**config.mk**
```make
export PLATFORM = sky130hd
export DESIGN_NAME = ps2_direction_decoder
export DESIGN_NICKNAME = d
export VERILOG_FILES = /design/src/rtl/ps2_dir_pkg.sv /design/src/rtl/ps2_rx_frame.sv /design/src/rtl/ps2_direction_decoder.sv
export SDC_FILE = /design/constraint.sdc
export NUM_CORES = 1
export LEC_CHECK = 0
export BUFFER_PORTS_ARGS = -buffer_cell sky130_fd_sc_hd__buf_2
export CAP_MARGIN = 25
export CORE_AREA = 5 5 88 90
export DETAILED_ROUTE_END_ITERATION = 10
export DIE_AREA = 0 0 93 95
export PLACE_DENSITY = 0.49
export SKIP_CTS_REPAIR_TIMING = 1
export SLEW_MARGIN = 20
export SYNTH_ARGS = -nofsm -noshare
export SYNTH_HDL_FRONTEND = slang
export SYNTH_HIERARCHICAL = 1
export SYNTH_SLANG_ARGS = --single-unit
```
**constraint.sdc**
```tcl
create_clock -name clk -period 4.5 [get_ports clk]
set_input_delay 0.45 -clock clk [delete_from_list [all_inputs] [get_ports clk]]
set_output_delay 0.45 -clock clk [all_outputs]
set_load 0.03 [all_outputs]
```
**src/rtl/ps2_dir_pkg.sv**
```systemverilog
// Shared scan codes, direction encoding and receiver state type for the PS/2 direction decoder.
package ps2_dir_pkg;

    localparam logic [7:0] SC_EXT   = 8'hE0;
    localparam logic [7:0] SC_REL   = 8'hF0;
    localparam logic [7:0] SC_UP    = 8'h75;
    localparam logic [7:0] SC_LEFT  = 8'h6B;
    localparam logic [7:0] SC_DOWN  = 8'h72;
    localparam logic [7:0] SC_RIGHT = 8'h74;
    localparam logic [7:0] SC_W     = 8'h1D;
    localparam logic [7:0] SC_A     = 8'h1C;
    localparam logic [7:0] SC_S     = 8'h1B;
    localparam logic [7:0] SC_D     = 8'h23;

    localparam logic [1:0] DIR_UP    = 2'd0;
    localparam logic [1:0] DIR_LEFT  = 2'd1;
    localparam logic [1:0] DIR_DOWN  = 2'd2;
    localparam logic [1:0] DIR_RIGHT = 2'd3;

    typedef enum logic [1:0] {
        RX_IDLE,
        RX_DATA,
        RX_PARITY,
        RX_STOP
    } rx_state_e;

endpackage

```
**src/rtl/ps2_rx_frame.sv**
```systemverilog
// PS/2 receiver: synchronises the raw lines, detects ps2_clk falling edges and
// assembles 11-bit frames, abandoning a partial frame after TIMEOUT_CYCLES quiet cycles.
module ps2_rx_frame
    import ps2_dir_pkg::*;
#(
    parameter int TIMEOUT_CYCLES = 5000
) (
    input  logic       clk,
    input  logic       rst_n,
    input  logic       ps2_clk_i,
    input  logic       ps2_data_i,
    output logic [7:0] byte_o,
    output logic       byte_valid_o,
    output logic       frame_err_o
);

    localparam int CW = $clog2(TIMEOUT_CYCLES + 1);
    localparam logic [CW-1:0] TMO_LAST = CW'(TIMEOUT_CYCLES - 1);

    logic       clkSync1_q, clkSync2_q, clkPrev_q;
    logic       dataSync1_q, dataSync2_q;
    logic       fallEdge;

    rx_state_e   state_q;
    logic [7:0]  shift_q;
    logic [2:0]  bitCnt_q;
    logic        parity_q;
    logic [CW-1:0] tmoCnt_q;
    logic        byteValid_q;
    logic        frameErr_q;

    // Both lines idle high, so the synchronisers preset to 1 to avoid a false edge after reset.
    always_ff @(posedge clk or negedge rst_n) begin
        if (!rst_n) begin
            clkSync1_q  <= 1'b1;
            clkSync2_q  <= 1'b1;
            clkPrev_q   <= 1'b1;
            dataSync1_q <= 1'b1;
            dataSync2_q <= 1'b1;
        end else begin
            clkSync1_q  <= ps2_clk_i;
            clkSync2_q  <= clkSync1_q;
            clkPrev_q   <= clkSync2_q;
            dataSync1_q <= ps2_data_i;
            dataSync2_q <= dataSync1_q;
        end
    end

    assign fallEdge = clkPrev_q & ~clkSync2_q;

    always_ff @(posedge clk or negedge rst_n) begin
        if (!rst_n) begin
            state_q     <= RX_IDLE;
            shift_q     <= 8'd0;
            bitCnt_q    <= 3'd0;
            parity_q    <= 1'b0;
            tmoCnt_q    <= '0;
            byteValid_q <= 1'b0;
            frameErr_q  <= 1'b0;
        end else begin
            byteValid_q <= 1'b0;
            frameErr_q  <= 1'b0;
            if (fallEdge) begin
                tmoCnt_q <= '0;
                case (state_q)
                    RX_IDLE: begin
                        if (!dataSync2_q) begin
                            state_q  <= RX_DATA;
                            bitCnt_q <= 3'd0;
                        end else begin
                            frameErr_q <= 1'b1;
                        end
                    end
                    RX_DATA: begin
                        shift_q  <= {dataSync2_q, shift_q[7:1]};
                        bitCnt_q <= bitCnt_q + 3'd1;
                        if (bitCnt_q == 3'd7) begin
                            state_q <= RX_PARITY;
                        end
                    end
                    RX_PARITY: begin
                        parity_q <= dataSync2_q;
                        state_q  <= RX_STOP;
                    end
                    default: begin
                        state_q <= RX_IDLE;
                        // Odd parity: data plus parity bit must carry an odd number of ones.
                        if (dataSync2_q && ((^shift_q) ^ parity_q)) begin
                            byteValid_q <= 1'b1;
                        end else begin
                            frameErr_q <= 1'b1;
                        end
                    end
                endcase
            end else if (state_q != RX_IDLE) begin
                if (tmoCnt_q == TMO_LAST) begin
                    state_q    <= RX_IDLE;
                    tmoCnt_q   <= '0;
                    frameErr_q <= 1'b1;
                end else begin
                    tmoCnt_q <= tmoCnt_q + CW'(1);
                end
            end
        end
    end

    assign byte_o       = shift_q;
    assign byte_valid_o = byteValid_q;
    assign frame_err_o  = frameErr_q;

endmodule

```
**src/rtl/ps2_direction_decoder.sv**
```systemverilog
// Turns PS/2 arrow-key make/break codes into a held direction and a moving flag.
// Define WASD_KEYS_EN to also accept the non-extended W/A/S/D codes.
module ps2_direction_decoder
    import ps2_dir_pkg::*;
#(
    parameter int TIMEOUT_CYCLES = 5000
) (
    input  logic       clk,
    input  logic       rst_n,
    input  logic       ps2_clk,
    input  logic       ps2_data,
    output logic [1:0] direction,
    output logic       moving,
    output logic       frame_err
);

    logic [7:0] rxByte;
    logic       rxValid;
    logic       rxErr;

    logic       ext_q, rel_q;
    logic [1:0] direction_q;
    logic       moving_q;

    logic       keyHit;
    logic [1:0] keyDir;

    ps2_rx_frame #(
        .TIMEOUT_CYCLES(TIMEOUT_CYCLES)
    ) u_rx (
        .clk         (clk),
        .rst_n       (rst_n),
        .ps2_clk_i   (ps2_clk),
        .ps2_data_i  (ps2_data),
        .byte_o      (rxByte),
        .byte_valid_o(rxValid),
        .frame_err_o (rxErr)
    );

    always_comb begin
        keyHit = 1'b0;
        keyDir = DIR_UP;
        if (ext_q) begin
            case (rxByte)
                SC_UP:    begin keyHit = 1'b1; keyDir = DIR_UP;    end
                SC_LEFT:  begin keyHit = 1'b1; keyDir = DIR_LEFT;  end
                SC_DOWN:  begin keyHit = 1'b1; keyDir = DIR_DOWN;  end
                SC_RIGHT: begin keyHit = 1'b1; keyDir = DIR_RIGHT; end
                default:  ;
            endcase
        end else begin
`ifdef WASD_KEYS_EN
            case (rxByte)
                SC_W:    begin keyHit = 1'b1; keyDir = DIR_UP;    end
                SC_A:    begin keyHit = 1'b1; keyDir = DIR_LEFT;  end
                SC_S:    begin keyHit = 1'b1; keyDir = DIR_DOWN;  end
                SC_D:    begin keyHit = 1'b1; keyDir = DIR_RIGHT; end
                default: ;
            endcase
`else
            keyHit = 1'b0;
`endif
        end
    end

    // A break only stops motion for the key currently steering; direction itself is sticky.
    always_ff @(posedge clk or negedge rst_n) begin
        if (!rst_n) begin
            ext_q       <= 1'b0;
            rel_q       <= 1'b0;
            direction_q <= DIR_UP;
            moving_q    <= 1'b0;
        end else if (rxErr) begin
            ext_q <= 1'b0;
            rel_q <= 1'b0;
        end else if (rxValid) begin
            if (rxByte == SC_EXT) begin
                ext_q <= 1'b1;
            end else if (rxByte == SC_REL) begin
                rel_q <= 1'b1;
            end else begin
                ext_q <= 1'b0;
                rel_q <= 1'b0;
                if (keyHit) begin
                    if (!rel_q) begin
                        direction_q <= keyDir;
                        moving_q    <= 1'b1;
                    end else if (keyDir == direction_q) begin
                        moving_q <= 1'b0;
                    end
                end
            end
        end
    end

    assign direction = direction_q;
    assign moving    = moving_q;
    assign frame_err = rxErr;

endmodule

```
### Word-level counts from Yosys, hierarchy flattened

Index checks and enable logic that the tools add are counted.

| storage, ports and cells | value |
|---|---|
| register bits | 39 |
| output and inout bits | 4 |
| input bits | 4 |
| word-level logic and storage cells | 95 |

| operators by class | value |
|---|---|
| reduce and logical (&&, ||, !) cells | 19 |
| eq/ne operators | 17 |
| $add $sub $neg | 2 |
| bitwise logic cells | 7 |
| mux-type cells | 34 |

Operators by type and width:

| cell | number |
|---|---|
| 13-bit 2-to-1 mux | 3 |
| 8-bit by 7-bit equality test with 1-bit output, second input constant | 4 |
| 1-bit 2-to-1 mux | 20 |
| 8-bit equality test, second input constant | 2 |
| 13-bit by 1-bit adder with 13-bit output, second input constant | 1 |
| 13-bit equality test, second input constant | 1 |
| 2-bit 2-to-1 mux | 6 |
| 2-bit case mux with 3 select lines | 2 |
| 6-bit AND reduction | 2 |
| 2-bit nonzero test | 5 |
| 2-bit AND reduction | 4 |
| 8-bit XOR reduction | 1 |
| 3-bit inequality test, second input constant | 2 |
| 3-bit case mux with 2 select lines | 1 |
| 1-bit inverter | 5 |
| 2-bit by 1-bit inequality test with 1-bit output, second input constant | 2 |
| 4-bit AND reduction | 1 |
| 4-bit OR reduction | 1 |
| 3-bit by 1-bit adder with 3-bit output, second input constant | 1 |
| 3-bit equality test, second input constant | 1 |
| 3-bit 2-to-1 mux | 1 |
| 3-bit by 2-bit inequality test with 1-bit output, second input constant | 1 |
| 3-bit AND reduction | 1 |
| 3-bit OR reduction | 1 |
| other kinds (10) | 10 |

### Longest topological paths before layout

Gate-level depths: netlist (run 1).

| depth | value |
|---|---|
| depth after elaboration | 6 |
| gate-level depth with buffers | 7 |
| mapped depth without buffers | 6 |

### By module

The synthesis (run 1) kept the hierarchy.

Modules (own cells, without submodules):

| module | area each (um^2) | cells an instance | seq. area each (um^2) | times used |
|---|---|---|---|---|
| ps2_rx_frame | 1,662.8 | 137 | 857.1 | 1 |
| ps2_direction_decoder | 346.6 | 38 | 125.1 | 1 |

### Worst setup path before layout (run 1)

OpenSTA, ideal clock, no wires.

| timing | value |
|---|---|
| path type | register to register |
| from | reg u_rx.tmoCnt_q[5] |
| to | reg u_rx.state_q[0] |
| stages on the path, launching flop included | 5 |
| period minus slack after synthesis | 1,902 ps |
| slack | 2,598 ps |
| data arrival time | 1,781 ps |
| setup time | 122 ps |
| path buffers | 0 |
| data required time | 4,378 ps |
| cell sequence | dfrtp_1 or4_4 o41ai_4 o211ai_2 a32o_1 |

| on the way | value |
|---|---|
| longest elaborated chain between the ends | 3 |

RTL lines:

| item | RTL line | RTL |
|---|---|---|
| from (decl) | ps2_rx_frame.sv:28 | `logic [CW-1:0] tmoCnt_q;` |
| from (signal assigned) | ps2_rx_frame.sv:101 | `tmoCnt_q <= tmoCnt_q + CW'(1);` |
| 13-bit equality test | ps2_rx_frame.sv:96 | `if (tmoCnt_q == TMO_LAST) begin` |
| 2-bit nonzero test (no source line) | - |  |
| 4-bit AND reduction (no source line) | - |  |
| to (signal assigned) | ps2_rx_frame.sv:83 | `state_q <= RX_STOP;` |
| to (signal assigned) | ps2_rx_frame.sv:86 | `state_q <= RX_IDLE;` |
| to (signal assigned) | ps2_rx_frame.sv:97 | `state_q <= RX_IDLE;` |
| to (decl) | ps2_rx_frame.sv:24 | `rx_state_e state_q;` |

Every way passes these cells.
A chain may end at the register's enable or synchronous reset.

### Worst setup path in the final report (run 1)

Same ends and word-level chain as after synthesis.

==> impl_metrics.ini, run 1 <==
[clock_network]
numCtsBuffers = 5
root_buffer = clkbuf_8
clk_pin_slew_worst_paths_ns = 0.08
insertion_delay_ns = 0.29
cts_tree = built
htreeDepth = 2
clockBufferDepth = 2
cts_sinks = 39

[timing]
setup_violations = 0
rsz0062_at_grt = false
worst_pin_slew_ns = 0.5866
fin_setup_tns_ns = 0
hold_viol_final = 0
fmax_ghz = 0.4773
period_minus_slack_ns = 2.095
worst_slack_ns = 2.405
fin_skew_ns = 0.005011
slew_violations = 0
maxSlewHeadroom = 0.6076
min_period_over_period = 0.4656

[drt]
met1_length_mm = 1.769
vias = 1361
met2_length_mm = 1.738
wl_met3_um = 122
drt-pass1-iter-count = 4
postRouteWirelength_mm = 3.687
drt_iter0_markers = 73
routed_via_density = 5.004
top_layer_used = met4
ant_nets = 0
route.detailed.drc = 0
avgRoutedWirePerCell_um = 13.56

[job]
drv_cap = 0

[synth]
synthArstFlopShare = 1.000
synth_cell_types = 45
yosysWarnings = 6
syn_area_um2 = 2009
syn-instance-count = 175
ys_seq_area_frac = 0.4888
yosys_most_used_dff = dfrtp_1
synth_edf_count = 0
synthesis.nets = 186
synth_seq_cells = 39
synth_area_per_cell_um2 = 11.48

[placement]
numPortBuffers = 7
place_ws_ns = 2.415
place_inst = 262
dpl.hpwl_mm = 2.551
gp_congestion = 0.7288

[floorplan]
start_util = 0.2878
dieWidth_um = 93
fp.dieArea_um2 = 8835
io_pins = 8
rows = 31
coreArea_um2 = 6982
die_h_um = 95

[global_route]
grt_pass1_wl_mm = 6.506
antenna_found_initial = 0
grt_use_total = 0.09440
grt_max_degree = 40
grt_overflow = 0
grt_pass1_vias = 1404

[layout]
drive_gt1_frac = 0.2000
final_common_cell = dfrtp_1
finalNonFillerCells = 272
final_nets = 200
syn_to_final_growth_pct = 13.82
diodes = 0
fillers = 725
mostFrequentLayoutCells = 34 x dfrtp_1, 14 x nand2_1, 14 x nor2_1

[worst_setup_path]
arrival_ns = 2.28
crit_required_ns = 4.68
critical_path_class = register to register
crit_path_start_kind = register
endpoint_kind = register
critPathMaxFanout = 9

[power_and_ir_drop]
p_int_mw = 0.7728
leakage_nw = 1.016
p_clk_frac = 0.269
switching_share = 0.3166
p_per_area_nw_per_um2 = 494.4
ir_drop_uv = 212.0
switchingPower_mw = 0.3581
p_seq_frac = 0.435
comb_power_share = 0.296

[status]
status = complete, no violations

[min_path]
hp-class = primary input to register
-- final timing paths --
| path | start | end | slack (ns) | cells after the start |
|---|---|---|---|---|
| max | u_rx/tmoCnt_q[5]$_DFFE_PN0N_ | u_rx/state_q[0]$_DFFE_PN0P_ | 2.40 | 4 |
| min | ps2_data | u_rx/dataSync1_q$_DFF_PN1_ | 0.25 | 1 |
| max reg2reg | u_rx/tmoCnt_q[5]$_DFFE_PN0N_ | u_rx/state_q[0]$_DFFE_PN0P_ | 2.40 | 4 |
| min reg2reg | u_rx/dataSync1_q$_DFF_PN1_ | u_rx/dataSync2_q$_DFF_PN1_ | 0.36 | 0 |
| max in group asynchronous | rst_n | u_rx/clkPrev_q$_DFF_PN1_ | 3.46 | 3 |
| min in group asynchronous | rst_n | direction[1]$_DFFE_PN0P_ | 0.54 | 2 |
-- cells in the mapped netlist (all sizes together), types with 2 or more instances --
cell	count	area share
a2111oi	2	0.0087
a211oi	3	0.011
a21o	3	0.011
a21oi	5	0.012
a22o	3	0.013
a31oi	3	0.0093
a32o	4	0.020
clkbuf	2	0.0037
dfrtp	34	0.42
dfstp	5	0.065
ha	7	0.044
inv	6	0.011
mux2	11	0.064
nand2	14	0.026
nand2b	8	0.025
nand3	2	0.0050
nand4	4	0.012
nand4b	2	0.0087
nor2	14	0.026
nor4	5	0.016
o21ai	3	0.0075
or4	2	0.0093
xnor2	9	0.039
xnor3	2	0.022
xor2	4	0.017
-- cell families (layout without fill, tap and decap cells) --
group | count (synthesis) | count (layout) | share of synthesized area
simple gates | 58 | 58 | 0.1575
flops | 39 | 39 | 0.4888
xor+xnor | 15 | 15 | 0.07908
buf+inv | 8 | 23 | 0.01494
mux | 12 | 12 | 0.06849
fa+ha+maj | 7 | 7 | 0.04358
compound gates | 36 | 36 | 0.1476
-- state kept, by name, indices dropped and copies added, names as in the netlist, 2 cells and up --
name and flops:
u_rx/state_q 2, direction 2, u_rx/bitCnt_q 3, u_rx/byte_o 8, u_rx/tmoCnt_q 13
-- stage by stage --
step | area (um^2) | power (mW) | hold WS (ns) | util
CTS | 2257 | 1.149 | 0.2373 | 0.3233
global route | 2287 | 1.212 | 0.2340 | 0.3276
finish | 2287 | 1.131 | 0.2538 | 0.3276
detailed placement | 2140 | 0.8368 | 0.3476 | 0.3065
global placement | 2140 | 0.8349 | 0.3478 | 0.3065
floorplan | 2009 | 0.7604 | 0.1544 | -
-- layout make-up --
class | instances | area [um^2] | share of cell area
Multi-Input combinational cell | 128 | 997.2 | 0.4360
Sequential cell | 39 | 982.2 | 0.4294
Clock buffer | 6 | 82.58 | 0.03611
Tap cell | 82 | 102.6 | 0.04486
Inverter | 6 | 22.52 | 0.009847
Timing Repair Buffer | 9 | 65.06 | 0.02845
Clock inverter | 2 | 35.03 | 0.01532
-- critical path, cell delays in order, from the launching register on --
cell and delay (ns):
dfrtp_1 0.42, or4_4 0.57, o41ai_4 0.58, o211ai_2 0.19
a32o_1 0.23
-- power groups by stage --
stage / registers, mW / logic (mW) / clock network [mW]
final: 0.492 / 0.335 / 0.304
after global routing: 0.506 / 0.372 / 0.333
after CTS: 0.494 / 0.337 / 0.318
after detailed placement: 0.501 / 0.335 / 0
after global placement: 0.500 / 0.335 / 0
after floorplan: 0.482 / 0.278 / 0
-- layer usage --
metal  track usage  vias to the layer above
met5             0                        -
met4       0.04029                        0
met3       0.02629                        5
met2        0.1488                       17
met1        0.1216                      659
li1              -                      680
Note: power is estimated with default switching activity, not from simulation.
==> run 2, diff against run 1 <==
--- a/config.mk
+++ b/config.mk
@@ -10,7 +10,7 @@
 export CORE_AREA = 5 5 88 90
 export DETAILED_ROUTE_END_ITERATION = 10
 export DIE_AREA = 0 0 93 95
-export PLACE_DENSITY = 0.49
+export PLACE_DENSITY = 0.51
 export SKIP_CTS_REPAIR_TIMING = 1
 export SLEW_MARGIN = 20
 export SYNTH_ARGS = -nofsm -noshare
==> constraint.sdc (replaced) <==
create_clock -name clk -period 1.9 [get_ports clk]
set_input_delay 0.19 -clock clk [delete_from_list [all_inputs] [get_ports clk]]
set_output_delay 0.19 -clock clk [all_outputs]
set_load 0.03 [all_outputs]
==> run 2 against run 1 <==
Net effect: the run now ends with hold timing left; cell count is 4.4% higher; fmax up 15%; critical path type unchanged; largest power group unchanged; non-clock buffer count grew 12; register-to-register slack got worse by 2.3 ns; utilization increased by 1.0 points.
==> impl_metrics.ini, run 2 (synthesis results as in run 1) <==
[global_route]
grt_use_total = 0.09916
antenna_found_initial = 0
grt_overflow = 0
grt_max_degree = 40
grt_pass1_vias = 1415
grt_pass1_wl_mm = 6.913

[placement]
numPortBuffers = 7
dpl.hpwl_mm = 2.803
gp_congestion = 0.7279
place_inst = 274

[clock_network]
htreeDepth = 2
numCtsBuffers = 5
root_buffer = clkbuf_8
cts_tree = built
clk_pin_slew_worst_paths_ns = 0.08
insertion_delay_ns = 0.29
cts_sinks = 39
clockBufferDepth = 2

[timing]
rsz0062_at_grt = true
fin_setup_tns_ns = 0
maxSlewHeadroom = 0.6416
setup_violations = 0
hold_viol_final = 34
min_period_over_period = 0.9597
hold_ws_ns = -0.04781
fmax_ghz = 0.5484
period_minus_slack_ns = 1.823
slew_violations = 0
worst_pin_slew_ns = 0.5241
fin_skew_ns = 0.005759

[job]
drv_cap = 0

[layout]
regMostFlops = u_rx/tmoCnt_q
final_nets = 212
fillers = 717
largest_reg_flops = 13
mostFrequentLayoutCells = 33 x dfrtp_1, 14 x nand2_1, 14 x nor2_1
finalNonFillerCells = 284
drive_gt1_frac = 0.2525
final_common_cell = dfrtp_1
fin_util = 0.3376
diodes = 0
multi_input_area_um2 = 1003
syn_to_final_growth_pct = 17.31
regArea_um2 = 983.4

[power_and_ir_drop]
power_mw = 2.676
leakage_nw = 1.061
p_per_area_nw_per_um2 = 1135
ir_drop_uv = 293.1

[drt]
vias = 1403
avgRoutedWirePerCell_um = 13.74
drt_iter0_markers = 44
routed_via_density = 4.940
ant_nets = 0
postRouteWirelength_mm = 3.901
drt-pass1-iter-count = 4
route.detailed.drc = 0

[worst_setup_path]
endpoint_kind = register
crit_chain = nand3b_1 > or4_4 > nand4b_1 > a211o_2 > mux2_4
crit_path_start_kind = register
worst-path-buf-inv = 0
max_stage_delay_ns = 0.46
arrival_ns = 2.00
crit_family = simple AND/OR/NAND/NOR gates
critPathMaxFanout = 5
crit_path_top_delay_cell = or4_4
critical_path_class = register to register
crit_required_ns = 2.07

[floorplan]
dieWidth_um = 93
start_util = 0.2878
die_h_um = 95
fp.dieArea_um2 = 8835
io_pins = 8
rows = 31
coreArea_um2 = 6982

[min_path]
hp-class = primary input to async pin

[status]
status = finished with violations
violations = hold timing
-- run 2: path summary, 6_finish.rpt --
| kind | slack [ns] | from | depth (start not counted) | end |
|---|---|---|---|---|
| max | 0.08 | u_rx/byte_o[3]$_DFFE_PN0P_ | 5 | direction[1]$_DFFE_PN0P_ |
| min | -0.05 | rst_n | 2 | u_rx/byte_o[5]$_DFFE_PN0P_ |
| max reg2reg | 0.08 | u_rx/byte_o[3]$_DFFE_PN0P_ | 5 | direction[1]$_DFFE_PN0P_ |
| min reg2reg | 0.35 | u_rx/dataSync1_q$_DFF_PN1_ | 0 | u_rx/dataSync2_q$_DFF_PN1_ |
| max in group asynchronous | 1.58 | rst_n | 2 | u_rx/clkPrev_q$_DFF_PN1_ |
| min in group clk | 0.35 | u_rx/dataSync1_q$_DFF_PN1_ | 0 | u_rx/dataSync2_q$_DFF_PN1_ |
-- run 2: through the flow --
stage               instance area [um^2]  setup WS (ns)
floorplan                           2009        0.01125
global placement                    2230         0.1002
detailed placement                  2230        0.08301
CTS                                 2330        0.07471
global route                        2357       -0.01169
finish                              2357        0.07653
-- run 2: layout make-up --
type | count | share of cell area
Multi-Input combinational cell | 128 | 0.4257
Sequential cell | 39 | 0.4172
Timing Repair Buffer | 21 | 0.06157
Tap cell | 82 | 0.04352
Clock buffer | 8 | 0.04246
Inverter | 6 | 0.009554
-- run 2: metal layers --
metal / track usage / share of wire
met1: 0.1291 / 0.49
met2: 0.1584 / 0.46
met3: 0.02629 / 0.033
met4: 0.03663 / 0.012
met5: 0 / 0
-- run 2: power by group --
| part | internal, mW | switching (mW) | leakage, nW | total, mW |
|---|---|---|---|---|
| Sequential | 0.984 | 0.160 | 0.510 | 1.14 |
| Combinational | 0.486 | 0.431 | 0.500 | 0.917 |
| Clock | 0.331 | 0.283 | 0.0515 | 0.615 |
-- run 2: worst reg2reg max path, delay by kind of cell, from the launching register on --
kind / cells / cell delay, ns
mux: 1 / 0.29
simple gates: 3 / 0.85
compound gates: 1 / 0.15
flops: 1 / 0.42
==> run 3, diff against run 2 <==
--- a/config.mk
+++ b/config.mk
@@ -7,10 +7,10 @@
 export LEC_CHECK = 0
 export BUFFER_PORTS_ARGS = -buffer_cell sky130_fd_sc_hd__buf_2
 export CAP_MARGIN = 25
-export CORE_AREA = 5 5 88 90
+export CORE_AREA = 5 5 68 70
 export DETAILED_ROUTE_END_ITERATION = 10
-export DIE_AREA = 0 0 93 95
-export PLACE_DENSITY = 0.51
+export DIE_AREA = 0 0 73 75
+export PLACE_DENSITY = 0.76
 export SKIP_CTS_REPAIR_TIMING = 1
 export SLEW_MARGIN = 20
 export SYNTH_ARGS = -nofsm -noshare
==> run 3 against run 2 <==
Net effect: the run still ends with hold timing left; die area is 38% lower; clock skew is 0.0012 ns higher; hold slack better by 0.048 ns; global-route usage is 5.7 points higher; sequential power hardly changed; via count is 7.2% higher; largest cell class unchanged.
==> impl_metrics.ini, run 3 (synthesis results as in run 1) <==
[status]
status = finished with violations
violations = hold timing

[timing]
setup_violations = 0
hold_ws_ns = -0.00007522
rsz0062_at_grt = true
worst_slack_ns = 0.03994
maxSlewHeadroom = 0.4442
slew_violations = 0
fmax_ghz = 0.5376
min_period_over_period = 0.9790
worst_pin_slew_ns = 0.8337
period_minus_slack_ns = 1.860
fin_skew_ns = 0.006945
hold_viol_final = 1

[floorplan]
start_util = 0.5134
coreArea_um2 = 3914
die_h_um = 75
io_pins = 8
fp.dieArea_um2 = 5475
rows = 23
dieWidth_um = 73

[global_route]
antenna_found_initial = 0
grt_pass1_wl_mm = 6.548
grt_max_degree = 40
grt_overflow = 0
grt_use_total = 0.1565
grt_pass1_vias = 1468

[clock_network]
htreeDepth = 2
clockBufferDepth = 2
insertion_delay_ns = 0.29
root_buffer = clkbuf_8
clk_pin_slew_worst_paths_ns = 0.07
numCtsBuffers = 5
cts_sinks = 39
cts_tree = built

[drt]
postRouteWirelength_mm = 3.873
drt_iter0_markers = 57
routed_via_density = 6.089
route.detailed.drc = 0
avgRoutedWirePerCell_um = 15.68
drt-pass1-iter-count = 4
vias = 1504
ant_nets = 0

[layout]
final_common_cell = dfrtp_1
drive_gt1_frac = 0.2386
diodes = 0
syn_to_final_growth_pct = 13.20
regMostFlops = u_rx/tmoCnt_q
final_cell_area_um2 = 2275
largest_reg_flops = 13
final_nets = 207
mostFrequentLayoutCells = 33 x dfrtp_1, 14 x nand2_1, 14 x nor2_1

[placement]
dpl.hpwl_mm = 2.724
placed_area_um2 = 2145
gp_congestion = 0.8904
numPortBuffers = 7
place_ws_ns = 0.05976

[worst_setup_path]
rr_worst_depth = 4
r2r_end = u_rx/state_q[1]$_DFFE_PN0P_
r2r_slack_ns = 0.04
reg2reg_from = u_rx/tmoCnt_q[6]$_DFFE_PN0N_
critical_path_class = register to register
endpoint = u_rx/state_q[1]$_DFFE_PN0P_
critPathMaxFanout = 3
crit_start = u_rx/tmoCnt_q[6]$_DFFE_PN0N_
endpoint_kind = register
arrival_ns = 2.03
crit_path_start_kind = register
crit_required_ns = 2.07

[power_and_ir_drop]
power_mw = 2.567
ir_drop_uv = 631.1
leakage_nw = 1.024
p_per_area_nw_per_um2 = 1128

[job]
drv_cap = 0

[min_path]
hp-class = primary input to async pin
## run 3: changes by cell type in the layout (fill, tap and decap cells not counted), sizes merged
| cell | before | now |
|---|---|---|
| buf | 19 | 14 |
| clkbuf | 8 | 7 |
| clkinv | 0 | 1 |
## run 3: per-layer routing
| layer | part of all wire | up-vias | routed length [um] | GRT usage |
|---|---|---|---|---|
| met5 | 0 | - | 0 | 0 |
| met3 | 0.047 | 21 | 181 | 0.04539 |
| met1 | 0.43 | 746 | 1671 | 0.1841 |
| li1 | - | 693 | - | - |
| met4 | 0.035 | 0 | 134 | 0.09016 |
| met2 | 0.49 | 44 | 1885 | 0.2562 |
## run 3: final cells by class
type                            instances  area (um^2)
Fill cell                             334         1639
Inverter                                6        22.52
Clock inverter                          1        5.005
Clock buffer                            7        76.32
Multi-Input combinational cell        128         1017
Sequential cell                        39        983.4
Timing Repair Buffer                   16        107.6
Tap cell                               50        62.56
## run 3: how the worst min path moves through the flow
stage | depth (start not counted) | slack [ns] | endpoint | startpoint
after CTS | 1 | -0.01 | u_rx/clkSync1_q$_DFF_PN1_ | ps2_clk
after detailed placement | 1 | 0.30 | u_rx/clkSync1_q$_DFF_PN1_ | ps2_clk
after floorplan | 0 | -0.11 | direction[0]$_DFFE_PN0P_ | rst_n
after global routing | 1 | 0.08 | u_rx/bitCnt_q[1]$_DFFE_PN0P_ | rst_n
final | 1 | -0.00008 | u_rx/byte_o[6]$_DFFE_PN0P_ | rst_n
after global placement | 1 | 0.30 | u_rx/dataSync1_q$_DFF_PN1_ | ps2_data
## run 3: through the flow
step           cells  utilization  setup TNS, ns
2_1_floorplan    175            -              0
3_3_place_gp     236       0.5480              0
3_5_place_dp     236       0.5480              0
4_1_cts          244       0.5687              0
5_1_grt          247       0.5812      -0.006665
6_report         247       0.5812              0
## run 3: power by group
group	total (mW)	internal (mW)	switching (mW)	leakage (nW)
combinational	0.894	0.465	0.429	0.471
clock	0.528	0.257	0.270	0.0422
sequential	1.15	0.984	0.161	0.510
## run 3: critical path, stage by stage, from the launching register on
cell      delay (ns)
dfrtp_1         0.42
or4_4           0.57
o41ai_4         0.37
o211ai_2        0.16
a32o_1          0.23
